<file path="src/rtl/ram_stream_ctrl_if.sv">
// ram_stream_ctrl_if
// Bundles the command, the load stream, the dump stream and the RAM port of
// ram_stream_ctrl.
// master: the controller's view (it drives the RAM port and the stream
//         handshakes).
// slave:  the host/RAM side.
interface ram_stream_ctrl_if #(
    parameter int WIDTH      = 12,
    parameter int DEPTH      = 256,
    parameter int ADDR_WIDTH = $clog2(DEPTH)
);
    // Command
    logic                  startLoad;
    logic                  startDump;
    logic [ADDR_WIDTH:0]   wordCount;
    logic                  busy;
    logic                  done;

    // Load stream
    logic [WIDTH-1:0]      inData;
    logic                  inValid;
    logic                  inReady;

    // Dump stream
    logic [WIDTH-1:0]      outData;
    logic                  outValid;
    logic                  outReady;

    // RAM port
    logic                  memWrEn;
    logic [ADDR_WIDTH-1:0] memAddr;
    logic [WIDTH-1:0]      memDataIn;
    logic [WIDTH-1:0]      memDataOut;

    modport master (
        input  startLoad, startDump, wordCount,
        input  inData, inValid,
        input  outReady,
        input  memDataOut,
        output busy, done,
        output inReady,
        output outData, outValid,
        output memWrEn, memAddr, memDataIn
    );

    modport slave (
        output startLoad, startDump, wordCount,
        output inData, inValid,
        output outReady,
        output memDataOut,
        input  busy, done,
        input  inReady,
        input  outData, outValid,
        input  memWrEn, memAddr, memDataIn
    );
endinterface

</file>
<file path="src/rtl/ram_stream_ctrl.sv">
// ram_stream_ctrl
// Initiator-side controller for a single-port data RAM. That RAM registers
// its address, write-enable and data inputs, and its read data comes
// combinationally from the registered address.
// Load phase: accepts a valid/ready stream and writes sequential RAM words.
// Dump phase: reads sequential RAM words out as a valid/ready stream.
module ram_stream_ctrl #(
    parameter int WIDTH      = 12,
    parameter int DEPTH      = 256,
    parameter int ADDR_WIDTH = $clog2(DEPTH)
) (
    input  logic              clk,
    input  logic              rstN,
    ram_stream_ctrl_if.master bus
);
    localparam int            CW      = ADDR_WIDTH + 1;
    localparam logic [CW-1:0] DEPTH_C = CW'(DEPTH);
    localparam logic [CW-1:0] ONE_C   = CW'(1);

    typedef enum logic [2:0] {
        IDLE    = 3'd0,
        LOAD    = 3'd1,
        DRAIN   = 3'd2,
        RD_ADDR = 3'd3,
        RD_CAP  = 3'd4,
        RD_OUT  = 3'd5
    } state_t;

    state_t           r_state;
    logic [CW-1:0]    r_ptr;       // current word address, 0 .. cnt-1
    logic [CW-1:0]    r_cnt;       // saturated word count for this transfer
    logic [WIDTH-1:0] r_out_data;
    logic             r_out_valid;
    logic             r_done;

    logic [CW-1:0]    w_sat_count;
    logic             w_last;
    logic             w_in_load;
    logic             w_in_read;
    logic             w_in_hs;

    // A count larger than the RAM is clamped, so the address never wraps.
    assign w_sat_count = (bus.wordCount > DEPTH_C) ? DEPTH_C : bus.wordCount;
    assign w_last      = (r_ptr == (r_cnt - ONE_C));
    assign w_in_load   = (r_state == LOAD);
    assign w_in_read   = (r_state == RD_ADDR) || (r_state == RD_CAP) ||
                         (r_state == RD_OUT);
    assign w_in_hs     = w_in_load && bus.inValid;

    // The load path is combinational so that one word per cycle can stream
    // into the RAM. Outside its phase, the RAM port is driven to zero.
    assign bus.inReady   = w_in_load;
    assign bus.memWrEn   = w_in_hs;
    assign bus.memDataIn = w_in_load ? bus.inData : '0;
    assign bus.memAddr   = (w_in_load || w_in_read) ? r_ptr[ADDR_WIDTH-1:0] : '0;
    assign bus.busy      = (r_state != IDLE);
    assign bus.outData   = r_out_data;
    assign bus.outValid  = r_out_valid;
    assign bus.done      = r_done;

    // Transfer sequencer: state, pointer/count and the registered stream/done outputs
    always_ff @(posedge clk or negedge rstN) begin
        if (!rstN) begin
            r_state     <= IDLE;
            r_ptr       <= '0;
            r_cnt       <= '0;
            r_out_data  <= '0;
            r_out_valid <= 1'b0;
            r_done      <= 1'b0;
        end else begin
            r_done <= 1'b0;
            case (r_state)
                IDLE: begin
                    // Load wins when both starts arrive together. A zero
                    // count completes at once, without leaving IDLE.
                    if (bus.startLoad || bus.startDump) begin
                        r_cnt <= w_sat_count;
                        r_ptr <= '0;
                        if (w_sat_count == '0) begin
                            r_done <= 1'b1;
                        end else if (bus.startLoad) begin
                            r_state <= LOAD;
                        end else begin
                            r_state <= RD_ADDR;
                        end
                    end
                end

                LOAD: begin
                    if (w_in_hs) begin
                        if (w_last) begin
                            r_state <= DRAIN;
                        end else begin
                            r_ptr <= r_ptr + ONE_C;
                        end
                    end
                end

                DRAIN: begin
                    // The last accepted word commits inside the RAM during
                    // this cycle, so a dump started right after done sees it.
                    r_state <= IDLE;
                    r_done  <= 1'b1;
                end

                RD_ADDR: begin
                    // The RAM registers memAddr at this edge.
                    r_state <= RD_CAP;
                end

                RD_CAP: begin
                    r_out_data  <= bus.memDataOut;
                    r_out_valid <= 1'b1;
                    r_state     <= RD_OUT;
                end

                RD_OUT: begin
                    // outData stays frozen until the consumer takes it.
                    if (bus.outReady) begin
                        r_out_valid <= 1'b0;
                        if (w_last) begin
                            r_state <= IDLE;
                            r_done  <= 1'b1;
                        end else begin
                            r_ptr   <= r_ptr + ONE_C;
                            r_state <= RD_ADDR;
                        end
                    end
                end

                default: begin
                    r_state <= IDLE;
                end
            endcase
        end
    end
endmodule

</file>
<file path="src/flat_wrapper.sv">
// flat-port wrapper written by rule: the top's interface ports become plain ports
module ram_stream_ctrl_flat 
#(
    parameter int WIDTH      = 12,
    parameter int DEPTH      = 256,
    parameter int ADDR_WIDTH = $clog2(DEPTH)
)
  (clk, rstN, bus_startLoad, bus_startDump, bus_wordCount, bus_inData, bus_inValid, bus_outReady, bus_memDataOut, bus_busy, bus_done, bus_inReady, bus_outData, bus_outValid, bus_memWrEn, bus_memAddr, bus_memDataIn);
  ram_stream_ctrl_if #(.WIDTH(WIDTH), .DEPTH(DEPTH), .ADDR_WIDTH(ADDR_WIDTH)) bus_i ();
  input  logic clk;
  input  logic rstN;
  input wire logic [$bits(bus_i.startLoad)-1:0] bus_startLoad;
  input wire logic [$bits(bus_i.startDump)-1:0] bus_startDump;
  input wire logic [$bits(bus_i.wordCount)-1:0] bus_wordCount;
  input wire logic [$bits(bus_i.inData)-1:0] bus_inData;
  input wire logic [$bits(bus_i.inValid)-1:0] bus_inValid;
  input wire logic [$bits(bus_i.outReady)-1:0] bus_outReady;
  input wire logic [$bits(bus_i.memDataOut)-1:0] bus_memDataOut;
  output wire logic [$bits(bus_i.busy)-1:0] bus_busy;
  output wire logic [$bits(bus_i.done)-1:0] bus_done;
  output wire logic [$bits(bus_i.inReady)-1:0] bus_inReady;
  output wire logic [$bits(bus_i.outData)-1:0] bus_outData;
  output wire logic [$bits(bus_i.outValid)-1:0] bus_outValid;
  output wire logic [$bits(bus_i.memWrEn)-1:0] bus_memWrEn;
  output wire logic [$bits(bus_i.memAddr)-1:0] bus_memAddr;
  output wire logic [$bits(bus_i.memDataIn)-1:0] bus_memDataIn;
  assign bus_i.startLoad = bus_startLoad;
  assign bus_i.startDump = bus_startDump;
  assign bus_i.wordCount = bus_wordCount;
  assign bus_i.inData = bus_inData;
  assign bus_i.inValid = bus_inValid;
  assign bus_i.outReady = bus_outReady;
  assign bus_i.memDataOut = bus_memDataOut;
  assign bus_busy = bus_i.busy;
  assign bus_done = bus_i.done;
  assign bus_inReady = bus_i.inReady;
  assign bus_outData = bus_i.outData;
  assign bus_outValid = bus_i.outValid;
  assign bus_memWrEn = bus_i.memWrEn;
  assign bus_memAddr = bus_i.memAddr;
  assign bus_memDataIn = bus_i.memDataIn;
  ram_stream_ctrl #(.WIDTH(WIDTH), .DEPTH(DEPTH), .ADDR_WIDTH(ADDR_WIDTH)) u_core (.clk(clk), .rstN(rstN), .bus(bus_i));
endmodule
</file>
<file path="config.mk">
export PLATFORM = sky130hd
export DESIGN_NAME = ram_stream_ctrl_flat
export DESIGN_NICKNAME = d
export VERILOG_FILES = /design/src/rtl/ram_stream_ctrl_if.sv /design/src/rtl/ram_stream_ctrl.sv /design/src/flat_wrapper.sv
export SDC_FILE = /design/constraint.sdc
export NUM_CORES = 1
export LEC_CHECK = 0
export BUFFER_PORTS_ARGS = -buffer_cell sky130_fd_sc_hd__buf_2
export CELL_PAD_IN_SITES_DETAIL_PLACEMENT = 1
export CELL_PAD_IN_SITES_GLOBAL_PLACEMENT = 2
export CORE_MARGIN = 4
export CORE_UTILIZATION = 31
export DETAILED_ROUTE_END_ITERATION = 8
export PLACE_DENSITY = 0.89
export SYNTH_ARGS = -nofsm -noshare
export SYNTH_HDL_FRONTEND = slang
export SYNTH_SLANG_ARGS = --single-unit
</file>
<file path="constraint.sdc">
create_clock -name clk -period 4.55 [get_ports clk]
set_input_delay 1.365 -clock clk [delete_from_list [all_inputs] [get_ports clk]]
set_output_delay 1.365 -clock clk [all_outputs]
set_load 0.01 [all_outputs]
</file>
# Yosys cells after proc, flatten, opt, wreduce, memory -nomap -nowiden
# Index checks and enable logic that the tools add are counted.
[word_totals]
output_inout_bits = 37
reg_bits = 35
word_cells = 57
inputBits = 39
[op_classes]
addsub = 2
mux = 23
magnitude_cmp = 1
eq_ne = 11
reduce_logical = 14
[op_table]
columns = ["op", "n"]
rows = [
  ["9-bit 2-to-1 mux", 5],
  ["9-bit one-hot mux with 3 select lines", 1],
  ["3-bit 2-to-1 mux", 5],
  ["3-bit one-hot mux with 5 select lines", 1],
  ["12-bit 2-to-1 mux", 1],
  ["9-bit by 1-bit adder with 9-bit output (second input constant)", 1],
  ["9-bit == test", 1],
  ["9-bit > comparator (second input constant)", 1],
  ["9-bit zero test", 1],
  ["9-bit by 1-bit subtractor with 9-bit output (second input constant)", 1],
  ["8-bit 2-to-1 mux", 1],
  ["3-bit by 2-bit == test with 1-bit output (second input constant)", 2],
  ["3-bit == test (second input constant)", 2],
  ["2-bit inequality test (second input constant)", 3],
  ["3-bit nonzero test", 2],
  ["1-bit 2-to-1 mux", 5],
  ["5-bit AND reduction", 1],
  ["1-bit logical OR", 4],
  ["2-bit 2-to-1 mux", 2],
  ["2-bit by 1-bit inequality test with 1-bit output (second input constant)", 2],
  ["2-bit AND reduction", 2],
  ["4-bit AND reduction", 1],
  ["3-bit by 1-bit == test with 1-bit output (second input constant)", 1],
  ["3-bit zero test", 1],
  ["4 further kinds", 4],
]

# Depth between registers and ports, before layout
# Gate-level depths: netlist of the first run.
[depth]
depth_word = 6
mapped_depth = 9
depth_no_buf = 9

# Least setup slack after synthesis of the first run
# No wires, ideal clock.
[synth_timing]
path_kind = "input to output"
startpoint = "input port bus_inValid"
endpoint = "output port bus_memWrEn"
stages = 2
t_required_ns = 3.185
path_buffers = 0
arrival_ns = 1.741
path_slack_ns = 1.444
path_cell_list = "inv_1 -> nor3_1"
[synth_between]
elab_chain_cells = 1
[synth_lines]
columns = ["item", "line_no", "text"]
rows = [
  ["from (decl)", "flat_wrapper.sv:16", "input wire logic [$bits(bus_i.inValid)-1:0] bus_inValid;"],
  ["1-bit logical AND", "ram_stream_ctrl.sv:48", "assign w_in_hs = w_in_load && bus.inValid;"],
  ["to (decl)", "flat_wrapper.sv:24", "output wire logic [$bits(bus_i.memWrEn)-1:0] bus_memWrEn;"],
]
# Every way passes these cells.

# Worst setup path after layout of the first run
[layout_timing]
startpoint = "register u_core.r_state[0]"
endpoint = "output port bus_memDataIn[3]"
[layout_between]
elab_chain_cells = 2
[layout_lines]
columns = ["item", "line_no", "text"]
rows = [
  ["from (decl)", "ram_stream_ctrl.sv:29", "state_t r_state;"],
  ["from (signal assigned)", "ram_stream_ctrl.sv:64", "r_state <= IDLE;"],
  ["from (signal assigned)", "ram_stream_ctrl.sv:82", "r_state <= LOAD;"],
  ["from (signal assigned)", "ram_stream_ctrl.sv:84", "r_state <= RD_ADDR;"],
  ["3-bit by 1-bit == test with 1-bit output", "ram_stream_ctrl.sv:45", "assign w_in_load = (r_state == LOAD);"],
  ["12-bit 2-to-1 mux", "ram_stream_ctrl.sv:54", "assign bus.memDataIn = w_in_load ? bus.inData : '0;"],
  ["to (decl)", "flat_wrapper.sv:26", "output wire logic [$bits(bus_i.memDataIn)-1:0] bus_memDataIn;"],
]
# Every way passes these cells.

==> impl_metrics.json, run 1 <==
{
  "die_area_mm2": 0.00826,
  "cts.sinks": 35,
  "dr.pass1.iters": 4,
  "wl_per_cell_um": 15.4,
  "final-hold-violation-count": 0,
  "hold_class": "register to register",
  "worst_pin_slew_ns": 1.05,
  "core_mm2": 0.00649,
  "antenna_found_initial": 0,
  "port_buffers": 75,
  "post_cts_buffers": 0,
  "die_w_um": 90.9,
  "r2r-end": "u_core.r_state[1]$_DFFE_PN0P_",
  "synthToLayoutAreaGrowth_pct": 26.0,
  "maxCapViolations": 0,
  "vdd_drop_max_v": 0.000257,
  "avgSynthCellArea_um2": 9.22,
  "p_leak_nw": 1.31,
  "via_per_inst": 5.04,
  "seq_area_frac_synth_pct": 41.1,
  "clkTransAtPathRegs_ns": 0.08,
  "grt_pass1_wl_um": 10000,
  "fmax_ghz": 0.298,
  "drive_gt1_share_pct": 34.4,
  "insertion_delay_ns": 0.29,
  "synth_enable_flop_cells": 0,
  "max_stage_delay_ns": 0.63,
  "worstHoldStart": "u_core.bus.outData[11]$_DFFE_PN0P_",
  "synthesis.area_mm2": 0.00213,
  "drtIter0Drc": 69,
  "crit_path_max_fanout": 16,
  "maxSlewHeadroom_pct": 29.9,
  "fin_crit_sh_pct": 73.8,
  "yosys_warnings": 0,
  "dp_hpwl_um": 4530,
  "pin_count": 76,
  "cts_resized": 0,
  "layout_common_cells": "buf_2, dfrtp_1, nand2_1, and2_1, nor2_1",
  "outcome": "finished, final reports clean",
  "finalMaxSlewViolations": 0,
  "finalSetupViolCount": 0,
  "drc_errors": 0,
  "ctsHtreeMaxLevel": 2,
  "routed_wl_um": 5900,
  "cp-start-kind": "register",
  "async_reset_ff_share_pct": 100,
  "cts_tree": "built",
  "grt_usage_pct": 14.8,
  "grt_setup_unrepaired": "false",
  "crit_type": "register to output pin",
  "setup_tns_ns": 0,
  "fin_nets": 345,
  "worstPathArrival_ns": 1.99,
  "timing.rr.start": "u_core.r_cnt[0]$_DFFE_PN0P_",
  "syn-num-nets": 272,
  "ys_types": 49,
  "diodes": 0,
  "setup.worst_path.end_class": "output pin",
  "grt_overflow": 0,
  "whs_path_depth": 1,
  "grt_pass1_vias": 2032,
  "path_cells": "nand2b_1, nor2_1, and2_1, buf_2",
  "cts_buffer_depth": 2,
  "clock_skew_ns": 0.00940,
  "reg2regPathDepth": 9,
  "num_rows": 29,
  "initial_core_util_pct": 32.8,
  "ant_nets": 0,
  "ys_seq_elements": 35,
  "clockRootBuffer": "clkbuf_8",
  "syn_inst": 231,
  "p_total_w": 0.00176,
  "vias": 1926,
  "dominantRegCellSynth": "dfrtp_1",
  "cp_slowest_cell": "dfrtp_1",
  "period_minus_slack_ns": 3.36,
  "p_per_area_mw_per_mm2": 655,
  "hold_path_end": "u_core.bus.outData[11]$_DFFE_PN0P_",
  "r2r_slack_ns": 1.74,
  "cts_hold_buffers": 0,
  "grt_max_degree": 36,
  "gp_congestion": 0.795,
  "cts_buffers": 5,
  "dieHeight_um": 90.9,
  "layout_commonest_cell": "buf_2",
  "cp.required_ns": 3.18
}
[final cells by class]
type                            count  area [µm²]
Clock buffer                        5        68.8
Clock inverter                      3        47.5
Sequential cell                    35         876
Inverter                            6        22.5
Fill cell                         797        3810
Multi-Input combinational cell    181        1200
Tap cell                           77        96.3
Timing Repair Buffer               75         375
[state kept, by name, indices dropped and copies added, names as in the netlist]
name                 count
u_core.r_state           3
u_core.bus.done          1
u_core.bus.outValid      1
u_core.bus.outData      12
u_core.r_ptr             9
u_core.r_cnt             9
[power breakdown]
| group | internal [W] | total (W) | switching, W |
|---|---|---|---|
| Sequential | 0.000431 | 0.000580 | 0.000149 |
| Clock | 0.000166 | 0.000296 | 0.000130 |
| Combinational | 0.000395 | 0.000881 | 0.000486 |
| Total | 0.000992 | 0.00176 | 0.000765 |
[stage by stage]
step                cells  setup WS, ns  area (µm²)  hold WS, ns  utilization (%)
floorplan             231          1.44        2130        0.467                -
global placement      374          1.32        2570        0.485             39.5
detailed placement    374          1.27        2570        0.491             39.5
CTS                   382          1.16        2680        0.511             41.3
global route          382         0.958        2680        0.516             41.3
finish                382          1.19        2680        0.507             41.3
[synthesized netlist by cell type (all sizes together) (2+ instances only)]
master | n | share of area, %
dfrtp | 35 | 41
nand2 | 31 | 5.5
and2 | 20 | 5.9
nor2 | 17 | 3.0
mux2 | 12 | 6.3
o21ai | 12 | 3.0
nand3b | 10 | 3.5
clkbuf | 8 | 1.4
a21oi | 7 | 1.6
nand2b | 7 | 2.1
nor3 | 7 | 2.2
inv | 6 | 1.1
xor2 | 6 | 2.5
nand3 | 4 | 0.94
o31ai | 4 | 1.4
or3 | 4 | 1.2
xnor2 | 4 | 1.6
nor2b | 3 | 0.88
a21boi | 2 | 0.70
a31o | 2 | 0.82
ha | 2 | 1.2
mux2i | 2 | 0.94
nor4 | 2 | 1.3
o22ai | 2 | 0.59
or4 | 2 | 0.70
[layer usage]
layer,up-vias,GRT usage [%],share of wire [%]
met1,928,19.6,46
li1,955,-,-
met3,6,3.25,3.9
met2,37,24.7,50
met5,-,0,0
met4,0,2.89,0.64
[cell families (layout without fill, tap and decap cells)]
logic type | count (synthesis) | count (layout) | synth area share (%)
compound gates | 41 | 41 | 13.8
xor+xnor | 10 | 10 | 4.11
fa+ha+maj | 2 | 2 | 1.17
buf+inv | 15 | 89 | 2.70
flops | 35 | 35 | 41.1
mux | 14 | 14 | 7.29
simple gates | 114 | 114 | 29.8
[worst max-delay path: cells and delay by family (launching register included)]
family	cells	cell delay [ns]
buffers and inverters	1	0.13
flip-flops	1	0.63
AND/OR/NAND/NOR	3	0.94
[how the worst max path moves through the flow]
| stage | start | endpoint | slack [ns] |
|---|---|---|---|
| 2_1_floorplan | bus_inValid | bus_memWrEn | 1.44 |
| 3_3_place_gp | bus_inValid | bus_memWrEn | 1.32 |
| 3_5_place_dp | bus_inValid | bus_memWrEn | 1.27 |
| 4_1_cts | u_core.r_state[0]$_DFFE_PN0P_ | bus_memDataIn[3] | 1.16 |
| 5_1_grt | u_core.r_state[0]$_DFFE_PN0P_ | bus_memDataIn[9] | 0.96 |
| 6_report | u_core.r_state[0]$_DFFE_PN0P_ | bus_memDataIn[3] | 1.19 |
Power figures use the tool's default switching activity.
==> run 2, diff against run 1 <==
--- a/config.mk
+++ b/config.mk
@@ -5,13 +5,14 @@
 export SDC_FILE = /design/constraint.sdc
 export NUM_CORES = 1
 export LEC_CHECK = 0
+export ABC_AREA = 1
 export BUFFER_PORTS_ARGS = -buffer_cell sky130_fd_sc_hd__buf_2
 export CELL_PAD_IN_SITES_DETAIL_PLACEMENT = 1
 export CELL_PAD_IN_SITES_GLOBAL_PLACEMENT = 2
 export CORE_MARGIN = 4
-export CORE_UTILIZATION = 31
+export CORE_UTILIZATION = 24
 export DETAILED_ROUTE_END_ITERATION = 8
-export PLACE_DENSITY = 0.89
+export PLACE_DENSITY = 0.81
 export SYNTH_ARGS = -nofsm -noshare
 export SYNTH_HDL_FRONTEND = slang
 export SYNTH_SLANG_ARGS = --single-unit
==> constraint.sdc (replaced) <==
create_clock -name clk -period 3.06 [get_ports clk]
set_input_delay 0.918 -clock clk [delete_from_list [all_inputs] [get_ports clk]]
set_output_delay 0.918 -clock clk [all_outputs]
set_load 0.01 [all_outputs]
==> impl_metrics.json, run 2 <==
{
  "cp.required_ns": 2.14,
  "synth.most_common_cell": "nand2_1",
  "synth.cells.most_frequent": "nand2_1, inv_1, nor2_1, dfrtp_1, nand3_1",
  "synthXorXnorAreaFrac_pct": 2.81,
  "layout_commonest_cell": "nand2_1",
  "routed_wl_um": 6730,
  "pwr-share-clk_pct": 17.2,
  "cts_buffers": 5,
  "place_inst": 493,
  "grt_pass1_vias": 2421,
  "met3_wirelength_um": 351,
  "num_rows": 34,
  "ctsHtreeMaxLevel": 2,
  "syn-num-nets": 354,
  "grt_max_degree": 36,
  "yosys_warnings": 0,
  "outcome": "finished, final reports clean",
  "insertion_delay_ns": 0.29,
  "switching_share_pct": 46.7,
  "die_w_um": 103,
  "clock_skew_ns": 0.00670,
  "maxCapViolations": 0,
  "fin_nets": 433,
  "cts_hold_buffers": 0,
  "grt_overflow": 0,
  "crit_path_max_fanout": 8,
  "hold_class": "register to register",
  "cts.sinks": 35,
  "synth_fa_ha_area_share_pct": 1.15,
  "fin_ws_ns": 0.467,
  "dp_hpwl_um": 5490,
  "wl_per_cell_um": 13.4,
  "pre_cts_slack_ns": 0.782,
  "setup.worst_path.end_class": "output pin",
  "synth_enable_flop_cells": 0,
  "die_area_mm2": 0.0107,
  "final-hold-violation-count": 0,
  "synthMuxAreaShare_pct": 0,
  "async_reset_ff_share_pct": 100,
  "fmax_ghz": 0.386,
  "p_per_area_mw_per_mm2": 905,
  "cts_resized": 0,
  "placed_area_mm2": 0.00267,
  "synthSimpleGateAreaFrac_pct": 36.7,
  "via_per_inst": 4.47,
  "diodes": 0,
  "met1_length_um": 2820,
  "p_sw_w": 0.00118,
  "synthesis.area_mm2": 0.00218,
  "ys_types": 28,
  "grt_setup_unrepaired": "false",
  "p_leak_nw": 1.53,
  "synthToLayoutAreaGrowth_pct": 28.0,
  "post_cts_buffers": 0,
  "maxSlewHeadroom_pct": 44.4,
  "synth_compound_area_share_pct": 8.78,
  "clkTransAtPathRegs_ns": 0.07,
  "dominantRegCellSynth": "dfrtp_1",
  "synthTopCellsByArea": "dfrtp_1, nand2_1, inv_1",
  "seq_area_frac_synth_pct": 40.2,
  "top_layer_used": "met4",
  "vdd_drop_max_v": 0.000344,
  "finalSetupViolCount": 0,
  "setup_tns_ns": 0,
  "worstPathArrival_ns": 1.67,
  "wl_met2_um": 3450,
  "finalMaxSlewViolations": 0,
  "ys_seq_elements": 35,
  "synth_top_family_by_area": "simple AND/OR/NAND/NOR gates",
  "gp_congestion": 0.776,
  "period_minus_slack_ns": 2.59,
  "p_int_w": 0.00135,
  "ant_nets": 0,
  "cp-start-kind": "register",
  "dieHeight_um": 103,
  "instances_no_fill": 501,
  "cts_buffer_depth": 2,
  "avgSynthCellArea_um2": 6.96,
  "vias": 2239,
  "clockRootBuffer": "clkbuf_8",
  "pin_count": 76,
  "dr.pass1.iters": 4,
  "worst_pin_slew_ns": 0.834,
  "drtIter0Drc": 47,
  "yosysTopAreaCell": "dfrtp_1",
  "fin_crit_sh_pct": 84.7,
  "grt_pass1_wl_um": 11400,
  "yosys.area.top_type_share_pct": 40.2,
  "grt_usage_pct": 13.5,
  "largest_reg_flops": 12,
  "crit_type": "register to output pin",
  "r2r_slack_ns": 0.93,
  "antenna_found_initial": 0,
  "final_area_mm2": 0.00279,
  "core_mm2": 0.00876,
  "layout_common_cells": "nand2_1, buf_2, inv_1, nor2_1, dfrtp_1",
  "initial_core_util_pct": 24.9,
  "drc_errors": 0,
  "port_buffers": 75,
  "cts_tree": "built",
  "drive_gt1_share_pct": 30.0,
  "p_seq_share_pct": 30.3,
  "syn_inst": 313,
  "fillers": 1138,
  "pwr-share-comb_pct": 52.4
}
==> run 2: changes by cell type in the layout (fill, tap and decap cells not counted), sizes merged, moves of 4 or more <==
cell,before,now
nand3,4,27
nand3b,10,1
nor3,7,3
or3,4,0
inv,7,53
o22ai,2,6
mux2,12,0
and2,20,0
nand2,31,99
nor2,17,48
nand2b,7,0
==> run 2: final timing paths <==
path                                                   start                           endpoint  cells past startpoint
min in group asynchronous                               rstN        u_core.r_cnt[2]$_DFFE_PN0P_                      1
hold / removal             u_core.bus.outData[6]$_DFFE_PN0P_  u_core.bus.outData[6]$_DFFE_PN0P_                      2
setup / recovery               u_core.r_state[2]$_DFFE_PN0P_                     bus_memAddr[2]                      4
max in group asynchronous                               rstN    u_core.bus.outValid$_DFFE_PN0P_                      1
hold reg to reg            u_core.bus.outData[6]$_DFFE_PN0P_  u_core.bus.outData[6]$_DFFE_PN0P_                      2
setup reg to reg                 u_core.r_cnt[0]$_DFFE_PN0P_        u_core.r_ptr[3]$_DFFE_PN0P_                     13
==> run 2: per-stage QoR <==
| step | utilization [%] | total power (W) | hold slack (ns) |
|---|---|---|---|
| 2_1_floorplan | - | 0.00170 | 0.492 |
| 3_3_place_gp | 30.5 | 0.00209 | 0.451 |
| 3_5_place_dp | 30.5 | 0.00213 | 0.459 |
| 4_1_cts | 31.8 | 0.00258 | 0.479 |
| 5_1_grt | 31.8 | 0.00279 | 0.498 |
| 6_report | 31.8 | 0.00252 | 0.474 |
==> run 2: kinds of logic (layout without fill, tap and decap cells) <==
family                     after synthesis  count (layout)
AOI/OAI and AO/OA                       29              29
adders and majority gates                2               2
xor gates and xnor gates                 7               7
buffers and inverters                   57             137
and+or+nand+nor                        183             183
DFF                                     35              35
==> run 2: critical path, stage by stage, from the launching register on <==
cell	delay, ns
dfrtp_1	0.42
inv_1	0.11
o21ai_1	0.59
nor2_1	0.10
buf_2	0.17
==> run 2: final cells by class <==
type                    instances  area (µm²)  area share, %
clock buffers                   6        82.6           2.96
inverters                      53         199           7.13
repair buffers                 76         383           13.7
flip-flops and latches         35         876           31.4
clock inverters                 2        35.0           1.26
multi-input cells             221        1080           38.7
well taps                     108         135           4.85
==> run 2: power groups by stage <==
| stage | Clock, W | Sequential [W] | Combinational, W |
|---|---|---|---|
| global route | 0.000473 | 0.000794 | 0.00152 |
| CTS | 0.000454 | 0.000768 | 0.00136 |
| floorplan | 0 | 0.000788 | 0.000916 |
| detailed placement | 0 | 0.000772 | 0.00135 |
| global placement | 0 | 0.000769 | 0.00132 |
| finish | 0.000434 | 0.000765 | 0.00132 |
==> run 2: routing by layer <==
layer	global-route usage, %	vias up
met1	15.7	1064
met3	3.96	10
met2	24.1	43
li1	-	1122
met4	3.49	0
met5	0	-
==> run 3, diff against run 2 <==
==> constraint.sdc (replaced) <==
create_clock -name clk -period 2.22 [get_ports clk]
set_input_delay 0.666 -clock clk [delete_from_list [all_inputs] [get_ports clk]]
set_output_delay 0.666 -clock clk [all_outputs]
set_load 0.01 [all_outputs]
==> impl_metrics.json, run 3 (synthesis gave the netlist of run 2 again) <==
{
  "p_per_area_mw_per_mm2": 1230,
  "setup.worst_path.end_class": "output pin",
  "die_w_um": 103,
  "final-hold-violation-count": 0,
  "finalMaxSlewViolations": 0,
  "fmax_ghz": 0.472,
  "maxCapViolations": 0,
  "cts.sinks": 35,
  "die_area_mm2": 0.0107,
  "via_per_inst": 4.40,
  "dp_hpwl_um": 5400,
  "vias": 2220,
  "core_mm2": 0.00876,
  "dieHeight_um": 103,
  "drc_errors": 0,
  "fin_nets": 437,
  "antenna_found_initial": 0,
  "drtIter0Drc": 62,
  "ctsHtreeMaxLevel": 2,
  "path_buf_inv": 2,
  "clkTransAtPathRegs_ns": 0.08,
  "path_cells": "inv_1, o21ai_2, nor2_1, buf_2",
  "grt_usage_pct": 13.3,
  "initial_core_util_pct": 24.9,
  "p_leak_nw": 1.53,
  "layout_common_cells": "nand2_1, buf_2, inv_1, nor2_1, dfrtp_1",
  "cts_hold_buffers": 0,
  "grt_overflow": 0,
  "max_stage_delay_ns": 0.41,
  "hold_class": "input port to async pin",
  "fin_crit_sh_pct": 95.4,
  "fillers": 1124,
  "grt_pass1_vias": 2360,
  "p_total_w": 0.00346,
  "insertion_delay_ns": 0.30,
  "worst_pin_slew_ns": 0.487,
  "outcome": "finished, final reports clean",
  "cts_tree": "built",
  "crit_path_max_fanout": 8,
  "vdd_drop_max_v": 0.000472,
  "ant_nets": 0,
  "period_minus_slack_ns": 2.12,
  "critical_path.top_delay_family": "flip-flops",
  "grt_pass1_wl_um": 11100,
  "setup_tns_ns": 0,
  "routed_wl_um": 6740,
  "largest_reg_flops": 12,
  "cp.required_ns": 1.55,
  "gp_congestion": 0.779,
  "clock_skew_ns": 0.0108,
  "wl_per_cell_um": 13.3,
  "final_area_mm2": 0.00281,
  "synthToLayoutAreaGrowth_pct": 29.1,
  "cts_buffer_depth": 2,
  "port_buffers": 75,
  "cp-start-kind": "register",
  "dr.pass1.iters": 4,
  "crit_type": "register to output pin",
  "grt_setup_unrepaired": "true",
  "grt_max_degree": 36,
  "placed_area_mm2": 0.00269,
  "pin_count": 76,
  "startpoint": "u_core.r_state[2]$_DFFE_PN0P_",
  "layout_commonest_cell": "nand2_1",
  "num_rows": 34,
  "drive_gt1_share_pct": 32.2,
  "maxSlewHeadroom_pct": 67.6,
  "diodes": 0,
  "place_inst": 495,
  "timing.rr.start": "u_core.r_cnt[0]$_DFFE_PN0P_",
  "finalSetupViolCount": 0,
  "cp_slowest_cell": "dfrtp_1",
  "cts_buffers": 5,
  "instances_no_fill": 505,
  "clockRootBuffer": "clkbuf_8",
  "worstPathArrival_ns": 1.45
}
run 3: changes by cell type in the layout (fill, tap and decap cells not counted), sizes merged:
cell | previous run | this run
bufinv | 1 | 0
clkinvlp | 0 | 2
clkbuf | 6 | 5
buf | 76 | 80
run 3: worst paths after layout:
check | endpoint | slack, ns | cells after the start
max in group asynchronous | u_core.r_state[1]$_DFFE_PN0P_ | 1.44 | 2
min reg2reg | u_core.bus.outData[10]$_DFFE_PN0P_ | 0.47 | 2
min | u_core.r_ptr[3]$_DFFE_PN0P_ | 0.41 | 2
min in group clk | u_core.bus.outData[10]$_DFFE_PN0P_ | 0.47 | 2
max reg2reg | u_core.r_ptr[8]$_DFFE_PN0P_ | 0.25 | 13
max | bus_memAddr[6] | 0.10 | 4
run 3: what timing repair did:
action | CTS | global route
endpoints found under the setup margin | 8 | 24
pin swaps | 0 | 1
setup buffers | 0 | 2
gates resized for setup | 1 | 7
run 3: through the flow:
stage	hold slack [ns]	util (%)	setup WS, ns
finish	0.407	32.1	0.102
global route	0.455	32.1	-0.00872
global placement	0.452	30.7	0.163
CTS	0.425	31.7	0.0303
floorplan	0.370	-	0.375
detailed placement	0.462	30.7	0.149
run 3: where the power goes:
part / internal (W) / total [W] / switching, W
clock: 0.000219 / 0.000479 / 0.000260
sequential: 0.000865 / 0.00106 / 0.000198
combinational: 0.000688 / 0.00192 / 0.00123
total: 0.00177 / 0.00346 / 0.00169
run 3: routing by layer:
metal | share of wire, % | up-vias | track usage [%] | routed length, µm
met4 | 1.4 | 0 | 4.08 | 96
li1 | - | 1135 | - | -
met2 | 51 | 46 | 23.8 | 3450
met3 | 5.3 | 9 | 3.29 | 357
met1 | 42 | 1030 | 15.6 | 2830
met5 | 0 | - | 0 | 0
run 3: final cells by class:
class	instances	area, µm²	share of cell area [%]
sequential	35	877	31.2
multi-input combinational	221	1100	39.0
timing repair buffer	80	413	14.7
clock buffer	5	68.8	2.45
clock inverter	3	20.0	0.711
inverter	53	201	7.16
tap	108	135	4.80
